<file path="config.mk">
export PLATFORM = sky130hd
export DESIGN_NAME = led_matrix_bcm_driver
export DESIGN_NICKNAME = d
export VERILOG_FILES = /design/src/rtl/led_matrix_pkg.sv /design/src/rtl/led_matrix_bcm_driver_timer.sv /design/src/rtl/led_matrix_bcm_driver.sv
export SDC_FILE = /design/constraint.sdc
export NUM_CORES = 1
export LEC_CHECK = 0
export ABC_AREA = 1
export BUFFER_PORTS_ARGS = -buffer_cell sky130_fd_sc_hd__clkbuf_2
export CAP_MARGIN = 20
export CORE_ASPECT_RATIO = 1.75
export CORE_MARGIN = 10
export CORE_UTILIZATION = 55
export CTS_CLUSTER_DIAMETER = 60
export DETAILED_ROUTE_END_ITERATION = 8
export PLACE_DENSITY = 0.89
export SYNTH_ARGS = -nofsm -noshare
export SYNTH_HDL_FRONTEND = slang
export SYNTH_SLANG_ARGS = --single-unit
</file>
<file path="constraint.sdc">
create_clock -name clk -period 1.75 [get_ports clk]
set_input_delay 0.2625 -clock clk [delete_from_list [all_inputs] [get_ports clk]]
set_output_delay 0.2625 -clock clk [all_outputs]
set_load 0.005 [all_outputs]
</file>
<file path="src/rtl/led_matrix_pkg.sv">
// Shared types and constants for the HUB75 BCM scan driver.
package led_matrix_pkg;

  // Scan sequencer states; the encoding is visible on the debug port.
  typedef enum logic [2:0] {
    ST_IDLE,
    ST_FETCH,
    ST_SET,
    ST_CLK_HI,
    ST_CLK_LO,
    ST_WAIT_TMR,
    ST_LATCH,
    ST_UNBLANK
  } scan_state_e;

  // Pixel word = {upperR, upperG, upperB, lowerR, lowerG, lowerB}, each
  // field COLOR_BITS wide; these are field indices counted from the LSB.
  localparam int NUM_FIELDS  = 6;
  localparam int FLD_LOWER_B = 0;
  localparam int FLD_LOWER_G = 1;
  localparam int FLD_LOWER_R = 2;
  localparam int FLD_UPPER_B = 3;
  localparam int FLD_UPPER_G = 4;
  localparam int FLD_UPPER_R = 5;

  // Display time of bit-plane p: binary weight applied to the base period.
  function automatic int plane_ticks(input int base, input int p);
    return base << p;
  endfunction

endpackage

</file>
<file path="src/rtl/led_matrix_bcm_driver_timer.sv">
// Saturating down-counter that times how long a latched plane stays lit.
module bcm_row_timer #(
  parameter int W = 8
) (
  input  logic         clk_i,
  input  logic         rst_ni,
  input  logic         load_i,
  input  logic [W-1:0] load_val_i,
  output logic         zero_o
);

  logic [W-1:0] cnt_q, cnt_d;

  // Load wins; otherwise count down and stick at zero.
  always_comb begin
    cnt_d = cnt_q;
    if (load_i) begin
      cnt_d = load_val_i;
    end else if (cnt_q != '0) begin
      cnt_d = cnt_q - 1'b1;
    end
  end

  // Counter register.
  always_ff @(posedge clk_i or negedge rst_ni) begin
    if (!rst_ni) begin
      cnt_q <= '0;
    end else begin
      cnt_q <= cnt_d;
    end
  end

  // Flag is raised one cycle early (count of 1) so that the sequencer's
  // registered blank goes high exactly N cycles after a load of N.
  assign zero_o = (cnt_q <= W'(1));

endmodule

</file>
<file path="src/rtl/led_matrix_bcm_driver.sv">
// HUB75 scan driver: fetches pixel words, shifts one bit-plane per row,
// latches it and keeps it lit for its binary weight while the next plane
// is shifted in behind it.
module led_matrix_bcm_driver
  import led_matrix_pkg::*;
#(
  parameter int COLS       = 32,
  parameter int SCAN_ROWS  = 16,
  parameter int COLOR_BITS = 2,
  parameter int BASE_TICKS = 64,
  localparam int RW = (SCAN_ROWS > 1) ? $clog2(SCAN_ROWS) : 1,
  localparam int CW = (COLS > 1) ? $clog2(COLS) : 1,
  localparam int PW = (COLOR_BITS > 1) ? $clog2(COLOR_BITS) : 1,
  localparam int AW = 1 + RW + CW,
  localparam int DW = 6 * COLOR_BITS
) (
  input  logic          clk,
  input  logic          rst,
  input  logic          enable,
  input  logic          useSecondaryBuffer,
  output logic          fb_rd_en,
  output logic [AW-1:0] fb_rd_addr,
  input  logic [DW-1:0] fb_rd_data,
  output logic [RW-1:0] matrix_rowDecoder,
  output logic          matrix_pixelClk,
  output logic [2:0]    matrix_columnPixelsUpper,
  output logic [2:0]    matrix_columnPixelsLower,
  output logic          matrix_columnLatch,
  output logic          matrix_blank,
  output logic          active_buffer,
  output logic          frame_done,
  output scan_state_e   dbg_state
);

  localparam int TW = $clog2(BASE_TICKS << (COLOR_BITS - 1)) + 1;

  // Frame-buffer read: fb_rd_addr is valid while fb_rd_en is high (the FETCH
  // cycle); the RAM returns fb_rd_data one cycle later (the SET cycle). There
  // is no back-pressure.
  scan_state_e     state_q;
  logic [RW-1:0]   row_q, row_d;
  logic [PW-1:0]   plane_q, plane_d;
  logic [CW-1:0]   col_q, col_d;
  logic            col_last, plane_last, row_last, frame_wrap;
  logic            fb_rd_en_q, pclk_q, latch_q, blank_q, active_buf_q, frame_done_q;
  logic [AW-1:0]   fb_rd_addr_q;
  logic [RW-1:0]   row_dec_q;
  logic [2:0]      upper_q, lower_q;
  logic [COLOR_BITS-1:0] chan [NUM_FIELDS];
  logic            timer_load, timer_zero;
  logic [TW-1:0]   timer_val;

  // Split the pixel word into its six colour channels.
  always_comb begin
    for (int f = 0; f < NUM_FIELDS; f++) begin
      chan[f] = fb_rd_data[f*COLOR_BITS +: COLOR_BITS];
    end
  end

  // Scan position advance; wraps use explicit compares so non-power-of-2
  // geometries work.
  always_comb begin
    col_last   = (col_q == CW'(COLS - 1));
    plane_last = (plane_q == PW'(COLOR_BITS - 1));
    row_last   = (row_q == RW'(SCAN_ROWS - 1));
    col_d      = col_last ? '0 : col_q + 1'b1;
    plane_d    = plane_last ? '0 : plane_q + 1'b1;
    row_d      = plane_last ? (row_last ? '0 : row_q + 1'b1) : row_q;
    // In UNBLANK the position has already advanced, so 0/0 means a frame ended.
    frame_wrap = (row_q == '0) && (plane_q == '0);
  end

  // The plane just latched sets how long it stays lit; loaded on the
  // LATCH->UNBLANK edge so the count starts with the first unblanked cycle.
  assign timer_load = (state_q == ST_LATCH);
  assign timer_val  = TW'(plane_ticks(BASE_TICKS, int'(plane_q)));

  bcm_row_timer #(.W(TW)) u_timer (
    .clk_i      (clk),
    .rst_ni     (rst),
    .load_i     (timer_load),
    .load_val_i (timer_val),
    .zero_o     (timer_zero)
  );

  // Sequencer; outputs are registered alongside the state they belong to.
  always_ff @(posedge clk or negedge rst) begin
    if (!rst) begin
      state_q      <= ST_IDLE;
      row_q        <= '0;
      plane_q      <= '0;
      col_q        <= '0;
      fb_rd_en_q   <= 1'b0;
      fb_rd_addr_q <= '0;
      row_dec_q    <= '0;
      pclk_q       <= 1'b0;
      upper_q      <= '0;
      lower_q      <= '0;
      latch_q      <= 1'b0;
      blank_q      <= 1'b1;
      active_buf_q <= 1'b0;
      frame_done_q <= 1'b0;
    end else begin
      fb_rd_en_q   <= 1'b0;
      pclk_q       <= 1'b0;
      latch_q      <= 1'b0;
      frame_done_q <= 1'b0;
      case (state_q)
        ST_IDLE: begin
          // The last plane of the previous frame finishes its weight first.
          if (timer_zero) blank_q <= 1'b1;
          if (enable) begin
            active_buf_q <= useSecondaryBuffer;
            fb_rd_en_q   <= 1'b1;
            fb_rd_addr_q <= {useSecondaryBuffer, row_q, col_q};
            state_q      <= ST_FETCH;
          end
        end
        ST_FETCH: state_q <= ST_SET;
        ST_SET: begin
          upper_q <= {chan[FLD_UPPER_R][plane_q], chan[FLD_UPPER_G][plane_q],
                      chan[FLD_UPPER_B][plane_q]};
          lower_q <= {chan[FLD_LOWER_R][plane_q], chan[FLD_LOWER_G][plane_q],
                      chan[FLD_LOWER_B][plane_q]};
          pclk_q  <= 1'b1;
          state_q <= ST_CLK_HI;
        end
        ST_CLK_HI: state_q <= ST_CLK_LO;
        ST_CLK_LO: begin
          col_q <= col_d;
          if (col_last) begin
            state_q <= ST_WAIT_TMR;
          end else begin
            fb_rd_en_q   <= 1'b1;
            fb_rd_addr_q <= {active_buf_q, row_q, col_d};
            state_q      <= ST_FETCH;
          end
        end
        ST_WAIT_TMR: begin
          if (timer_zero) begin
            blank_q   <= 1'b1;
            latch_q   <= 1'b1;
            row_dec_q <= row_q;
            state_q   <= ST_LATCH;
          end
        end
        ST_LATCH: begin
          blank_q <= 1'b0;
          plane_q <= plane_d;
          row_q   <= row_d;
          state_q <= ST_UNBLANK;
        end
        ST_UNBLANK: begin
          if (frame_wrap) begin
            frame_done_q <= 1'b1;
            if (enable) begin
              active_buf_q <= useSecondaryBuffer;
              fb_rd_en_q   <= 1'b1;
              fb_rd_addr_q <= {useSecondaryBuffer, row_q, col_q};
              state_q      <= ST_FETCH;
            end else begin
              state_q <= ST_IDLE;
            end
          end else begin
            fb_rd_en_q   <= 1'b1;
            fb_rd_addr_q <= {active_buf_q, row_q, col_q};
            state_q      <= ST_FETCH;
          end
        end
        default: state_q <= ST_IDLE;
      endcase
    end
  end

  assign fb_rd_en                 = fb_rd_en_q;
  assign fb_rd_addr               = fb_rd_addr_q;
  assign matrix_rowDecoder        = row_dec_q;
  assign matrix_pixelClk          = pclk_q;
  assign matrix_columnPixelsUpper = upper_q;
  assign matrix_columnPixelsLower = lower_q;
  assign matrix_columnLatch       = latch_q;
  assign matrix_blank             = blank_q;
  assign active_buffer            = active_buf_q;
  assign frame_done               = frame_done_q;
  assign dbg_state                = state_q;

endmodule

</file>
# Word-level counts from Yosys, hierarchy flattened
# Cells that the tools add are included.
dict set report totals {
  rom_bits 0
  memories 0
  regBits 47
  output_inout_bits 29
  in_bits 16
  ramBits 0
  latchBits 0
}
dict set report classes {
  n_div 0
  order_cmp 2
  reduce_logical 15
  add_sub_neg 4
  n_eq_ne 14
  muxes 41
  bitwise_logic 1
  multipliers 0
  shift 1
}
# op n
set op_table {}
lappend op_table {{$mux W10} 3}
lappend op_table {{$pmux W10 S3} 1}
lappend op_table {{$mux W1} 25}
lappend op_table {{$pmux W3 S8} 1}
lappend op_table {{$mux W8} 2}
lappend op_table {{$eq A3 B3 Y1 const B} 4}
lappend op_table {{$mux W3} 4}
lappend op_table {{$reduce_and A2 Y1} 6}
lappend op_table {{$le A8 B1 Y1 const B} 1}
lappend op_table {{$ne A2 B2 Y1 const B} 4}
lappend op_table {{$reduce_bool A8 Y1} 1}
lappend op_table {{$shl A7 B1 Y8 const A} 1}
lappend op_table {{$sub A8 B1 Y8 const B} 1}
lappend op_table {{$eq A3 B2 Y1 const B} 2}
lappend op_table {{$reduce_bool A2 Y1} 3}
lappend op_table {{$add A5 B1 Y5 const B} 1}
lappend op_table {{$eq A5 B5 Y1 const B} 1}
lappend op_table {{$mux W5} 1}
lappend op_table {{$add A4 B1 Y4 const B} 1}
lappend op_table {{$eq A4 B4 Y1 const B} 1}
lappend op_table {{$logic_not A4 Y1} 1}
lappend op_table {{$mux W4} 1}
lappend op_table {{$pmux W1 S2} 2}
lappend op_table {{$eq A3 B1 Y1 const B} 1}
lappend op_table {{9 further kinds} 9}

# Longest topological paths before layout
dict set report logic_depth {
  word_depth 4
  mapped_depth 11
  ltp_nobuf 11
}

# Modules after synthesis
# A second synthesis with hierarchy kept.
dict set report hier_totals {
  hier_cells 326
  area_unflattened_um2 2497.4
}
# module cells_per_inst instances area_per_inst_um2
set by_module_without_submodules {}
lappend by_module_without_submodules {led_matrix_bcm_driver 243 1 1935.6}
lappend by_module_without_submodules {bcm_row_timer 83 1 561.8}

# Worst setup path before layout
# Ideal clock, no wire load.
dict set report synth_path {
  path_kind {register -> register}
  start {register state_q[0], in the netlist dbg_state[0]}
  end {register fb_rd_addr_q[8], in the netlist fb_rd_addr[8]}
  path_stages_with_launch 11
  n_path_buf 1
  setup_slack_ps 276
  t_required_ps 1632
  setup_time_ps 118
  period_less_slack_ps 1474
  t_arrival_ps 1356
  cell_sequence {dfrtp_1 > inv_1 > ha_1 > nand2_2 > inv_4 > nand2_4 > o21ai_4 > inv_4 > buf_6 > nand3_1 > nand2_1}
}
dict set report synth_via {
  elab_chain_cells 3
  elab_cells_between_ends 7
  cone_classes {eq/ne: 3; mux: 1; reduce/logical: 3}
}
# item line_no
set synth_lines {}
lappend synth_lines {{start: declaration} led_matrix_bcm_driver.sv:40} ;# scan_state_e state_q;
lappend synth_lines {{start signal: assignment} led_matrix_bcm_driver.sv:89} ;# state_q <= ST_IDLE;
lappend synth_lines {{start signal: assignment} led_matrix_bcm_driver.sv:116} ;# state_q <= ST_FETCH;
lappend synth_lines {{start signal: assignment} led_matrix_bcm_driver.sv:119} ;# ST_FETCH: state_q <= ST_SET;
lappend synth_lines {{$eq A3 B3 Y1 or $logic_not A3 Y1 (tied branches)} led_matrix_bcm_driver.sv:108} ;# case (state_q)
lappend synth_lines {{$ne A2 B2 Y1 (no line) or $reduce_bool A3 Y1 (tied branches)} n/a}
lappend synth_lines {{$reduce_and A2 Y1 (no line)} n/a}
lappend synth_lines {{end signal: assignment} led_matrix_bcm_driver.sv:115} ;# fb_rd_addr_q <= {useSecondaryBuffer, row_q, col_q};
lappend synth_lines {{end signal: assignment} led_matrix_bcm_driver.sv:135} ;# fb_rd_addr_q <= {active_buf_q, row_q, col_d};
lappend synth_lines {{end signal: assignment} led_matrix_bcm_driver.sv:159} ;# fb_rd_addr_q <= {useSecondaryBuffer, row_q, col_q};
lappend synth_lines {{end: declaration} led_matrix_bcm_driver.sv:46} ;# logic [AW-1:0] fb_rd_addr_q;
# Parallel ways exist; a longest one is shown, timed or not.
# A chain may end at the register's enable or synchronous reset.

# Final worst setup path
dict set report layout_path {
  start {register col_q[0]}
  end {register fb_rd_addr_q[3], in the netlist fb_rd_addr[3]}
}
dict set report layout_via {
  elab_chain_cells 4
  elab_cells_between_ends 7
  cone_classes {add/sub: 1; eq/ne: 2; mux: 3; reduce/logical: 1}
}
# item line_no
set layout_lines {}
lappend layout_lines {{start: declaration} led_matrix_bcm_driver.sv:43} ;# logic [CW-1:0] col_q, col_d;
lappend layout_lines {{start signal: assignment} led_matrix_bcm_driver.sv:130} ;# col_q <= col_d;
lappend layout_lines {{$add A5 B1 Y5 or $eq A5 B5 Y1 (tied branches)} {led_matrix_bcm_driver.sv:66, led_matrix_bcm_driver.sv:63}}
lappend layout_lines {{$mux W5} led_matrix_bcm_driver.sv:66} ;# col_d = col_last ? '0 : col_q + 1'b1;
lappend layout_lines {{$mux W10} led_matrix_bcm_driver.sv:131} ;# if (col_last) begin
lappend layout_lines {{$pmux W10 S3} led_matrix_bcm_driver.sv:108}
# Parallel ways exist; a longest one is shown, timed or not. The select of a mux whose other input is x is not followed.

==> metrics <==
H-tree depth=2; Final WS setup=roughly 0.1 ns; Routed Wire Length=~6000 um; worst hold slack=about 0.032 ns; Placeable Area=between 4000 and 5000 um^2; initial antenna violation count=0; Final Wtd Congestion=between 0.8 and 0.9; yosys warns=0; dominant cells by area after synthesis=dfrtp_1 44%, nand2_1 16%, nand3_1 6.0%, ha_1 5.3%, inv_1 4.5%; area grow syn2layout=13.5%; critical path fanouts, max=4; area leader, netlist=dfrtp_1; routed vias/inst=5.36; Pre-Repair DR Iteration Count=4; DRC viols=0; metal2 WL=~3100 um; combinational share of power=0.041; layout cells sized above 1=0.224; Synth Cell Area=2600 um^2; asr flop ratio synth=1.00; CTS tree=built; Post-synth EDFFs=0; die area=~8000 um^2; r2r endpoint=fb_rd_addr[3]$_DFFE_PN0P_; CTS root buffer=clkbuf_8; final hold viol count=0; starting density of the core=0.562; final core occ=0.638; CTS max path bufs=2; R2R depth=9; hold_buf cts=0; DR WL met3=between 300 and 400 um; Worst-path clk slew=approximately 0.09 ns; Switching Share=0.228; FF-to-FF Start=col_q[0]$_DFFE_PN0P_; Post-Synthesis Cells=approximately 320; first-pass GRT wire length=about 10000 um; Fmax=about 0.61 GHz; IO Count=45; clock skew=0.0103 ns; Vias=between 2000 and 2500; fill cell count=between 400 and 500; Synth cell types=31; sequential share of the synthesized area=0.453; sw power=slightly above 0.4 mW; Worst EP required=about 2.0 ns; worst-case vdd ir drop=approximately 0.56 mV; Synth top area share=0.443; Power Total=around 1.8 mW; Power per Cell Area=612 nW/um^2; RSZ-0062 raised after global routing=true; internal power=roughly 1.4 mW; status=completed; WL/cell=13.9 um; CP Cell Sequence=ha_1 -> nand2_1 -> nor2_1 -> ha_1 -> nor2_1 -> nand3_1 -> nand3_1 -> nand2_1 -> nand2_1; worst slack, placed=around 0.13 ns; Clk Latency, worst-skew pair=0.30 ns; setup_tns=0 ns; Slew headroom=0.610; post-synth net total=350; Crit path top cell by count=nand2_1; CP max-delay cell=dfrtp_1; post-DP HPWL=4720 um; DR top layer=met4; Sink Count=47; Worst Max-Slew Pin Slew=about 0.59 ns; GRT Total Usage=0.155; synthesis-stage register bit count=47; met1 WL=about 2200 um; GRT overflow=0; Port Buf Inserts=44; clock power share=0.352; Critical Path AT=1.90 ns; pin count of the biggest net entering global routing=between 40 and 50; Die Span X=between 70 and 80 um; number of global-route vias before repair=roughly 2400; top_reg_cell synth=dfrtp_1; net count reported at finish=around 400; Final Cycle Share=0.943; Reg power frac=0.607; TritonCTS buffer count=5; CTS resizes=0; post-route minimum period=1.65 ns; CP Launch Type=register; max incr delay on CP=between 0.4 and 0.5 ns; max cap viols=0; # Post-CTS Setup Buffers=0; Final Max Tran Viols=0; Setup crit end kind=register; setup violators final=0; Synth Area per Inst=8.05 um^2; Routed Antenna Nets=0; Die Ht=~110 um; R2R Setup Slk=0.10 ns; Initial DRC Count=between 200 and 250; CP Class=reg -> reg; ANT cells=0; leakage=~1.7 nW; # rows=33; worst min-delay path class=in -> async
## metal layers
layer / global-route usage / vias to the layer above
met5: 0 / -
met2: 0.278 / 86
met3: 0.0457 / 19
li1: - / 1118
met1: 0.157 / 1043
met4: 0.0674 / 0
## flip-flops by register name (all words and copies together), names as in the netlist
| register | flops |
|---|---|
| fb_rd_addr | 10 |
| u_timer.cnt_q | 8 |
| col_q | 5 |
| matrix_rowDecoder | 4 |
| row_q | 4 |
| dbg_state | 3 |
| matrix_columnPixelsLower | 3 |
| matrix_columnPixelsUpper | 3 |
| active_buffer | 1 |
| fb_rd_en | 1 |
| frame_done | 1 |
| matrix_blank | 1 |
| matrix_columnLatch | 1 |
| matrix_pixelClk | 1 |
| plane_last | 1 |
## through the flow
step,std cells,area [um^2]
CTS,423,2940
global route,423,2950
detailed placement,416,2860
global placement,416,2860
finish,423,2950
floorplan,323,2600
## layout make-up
| class | instances | area [um^2] | share of cell area |
|---|---|---|---|
| clock inverters | 2 | 13.8 | 0.00466 |
| repair buffers | 47 | 243 | 0.0823 |
| clock buffers | 5 | 68.8 | 0.0233 |
| inverters | 38 | 153 | 0.0517 |
| flip-flops and latches | 47 | 1180 | 0.399 |
| well taps | 52 | 65.1 | 0.0221 |
| multi-input cells | 232 | 1230 | 0.416 |
## layout by cell type (no fill, tap or decap), types with 6 or more instances in the layout
cell type / Yosys / final
a31oi_1: 7 / 7
clkbuf_2: 0 / 44
dfrtp_1: 46 / 45
ha_1: 11 / 9
inv_1: 31 / 31
nand2_1: 108 / 108
nand3_1: 31 / 31
nor2_1: 20 / 19
o21ai_0: 11 / 11
xor2_1: 6 / 6
## power groups by stage
stage | Combinational, mW | Sequential (mW) | Clock, mW
after floorplan | 0.0240 | 1.12 | 0
after global placement | 0.0739 | 1.12 | 0
after detailed placement | 0.0761 | 1.12 | 0
after CTS | 0.0766 | 1.10 | 0.652
after global routing | 0.0861 | 1.10 | 0.689
final | 0.0742 | 1.10 | 0.635
## how the worst max path moves through the flow
stage,start,end
2_1_floorplan,dbg_state[0]$_DFFE_PN0P_,fb_rd_addr[8]$_DFFE_PN0P_
3_3_place_gp,dbg_state[0]$_DFFE_PN0P_,fb_rd_addr[6]$_DFFE_PN0P_
3_5_place_dp,dbg_state[0]$_DFFE_PN0P_,fb_rd_addr[9]$_DFFE_PN0P_
4_1_cts,dbg_state[0]$_DFFE_PN0P_,fb_rd_addr[5]$_DFFE_PN0P_
5_1_grt,dbg_state[0]$_DFFE_PN0P_,fb_rd_addr[6]$_DFFE_PN0P_
6_report,col_q[0]$_DFFE_PN0P_,fb_rd_addr[3]$_DFFE_PN0P_
## cells by family after synthesis
kind of cell | count (synthesis) | synth area share
adders and majority gates | 11 | 0.0530
xor gates and xnor gates | 8 | 0.0270
buffers and inverters | 44 | 0.0770
and+or+nand+nor | 183 | 0.319
DFF | 47 | 0.453
AOI/OAI and AO/OA | 30 | 0.0713
## synthesized netlist by cell type (2+ instances only)
cell and n:
inv_4 4, inv_2 2, buf_6 2, a21oi_1 3, o21a_1 4, nand2_4 4
nor3_1 5, inv_1 31, a31oi_1 7, nor2_1 20, nor2_2 4, o21ai_0 11
xor2_1 6, xnor2_1 2, nor2_4 3, buf_2 2, nand2_2 3, buf_4 2
nand2_1 108, dfrtp_1 46, nand3_1 31, or2_2 2, o22ai_1 2, nand4_1 2
ha_1 11
## worst max-delay path: cells and delay by family, from the launching register on
family | cells | cell delay [ns]
flip-flops | 1 | 0.41
AND/OR/NAND/NOR | 7 | 0.75
adder cells (fa/ha/maj) | 2 | 0.44
No activity file was read; power rests on OpenSTA's default activity.
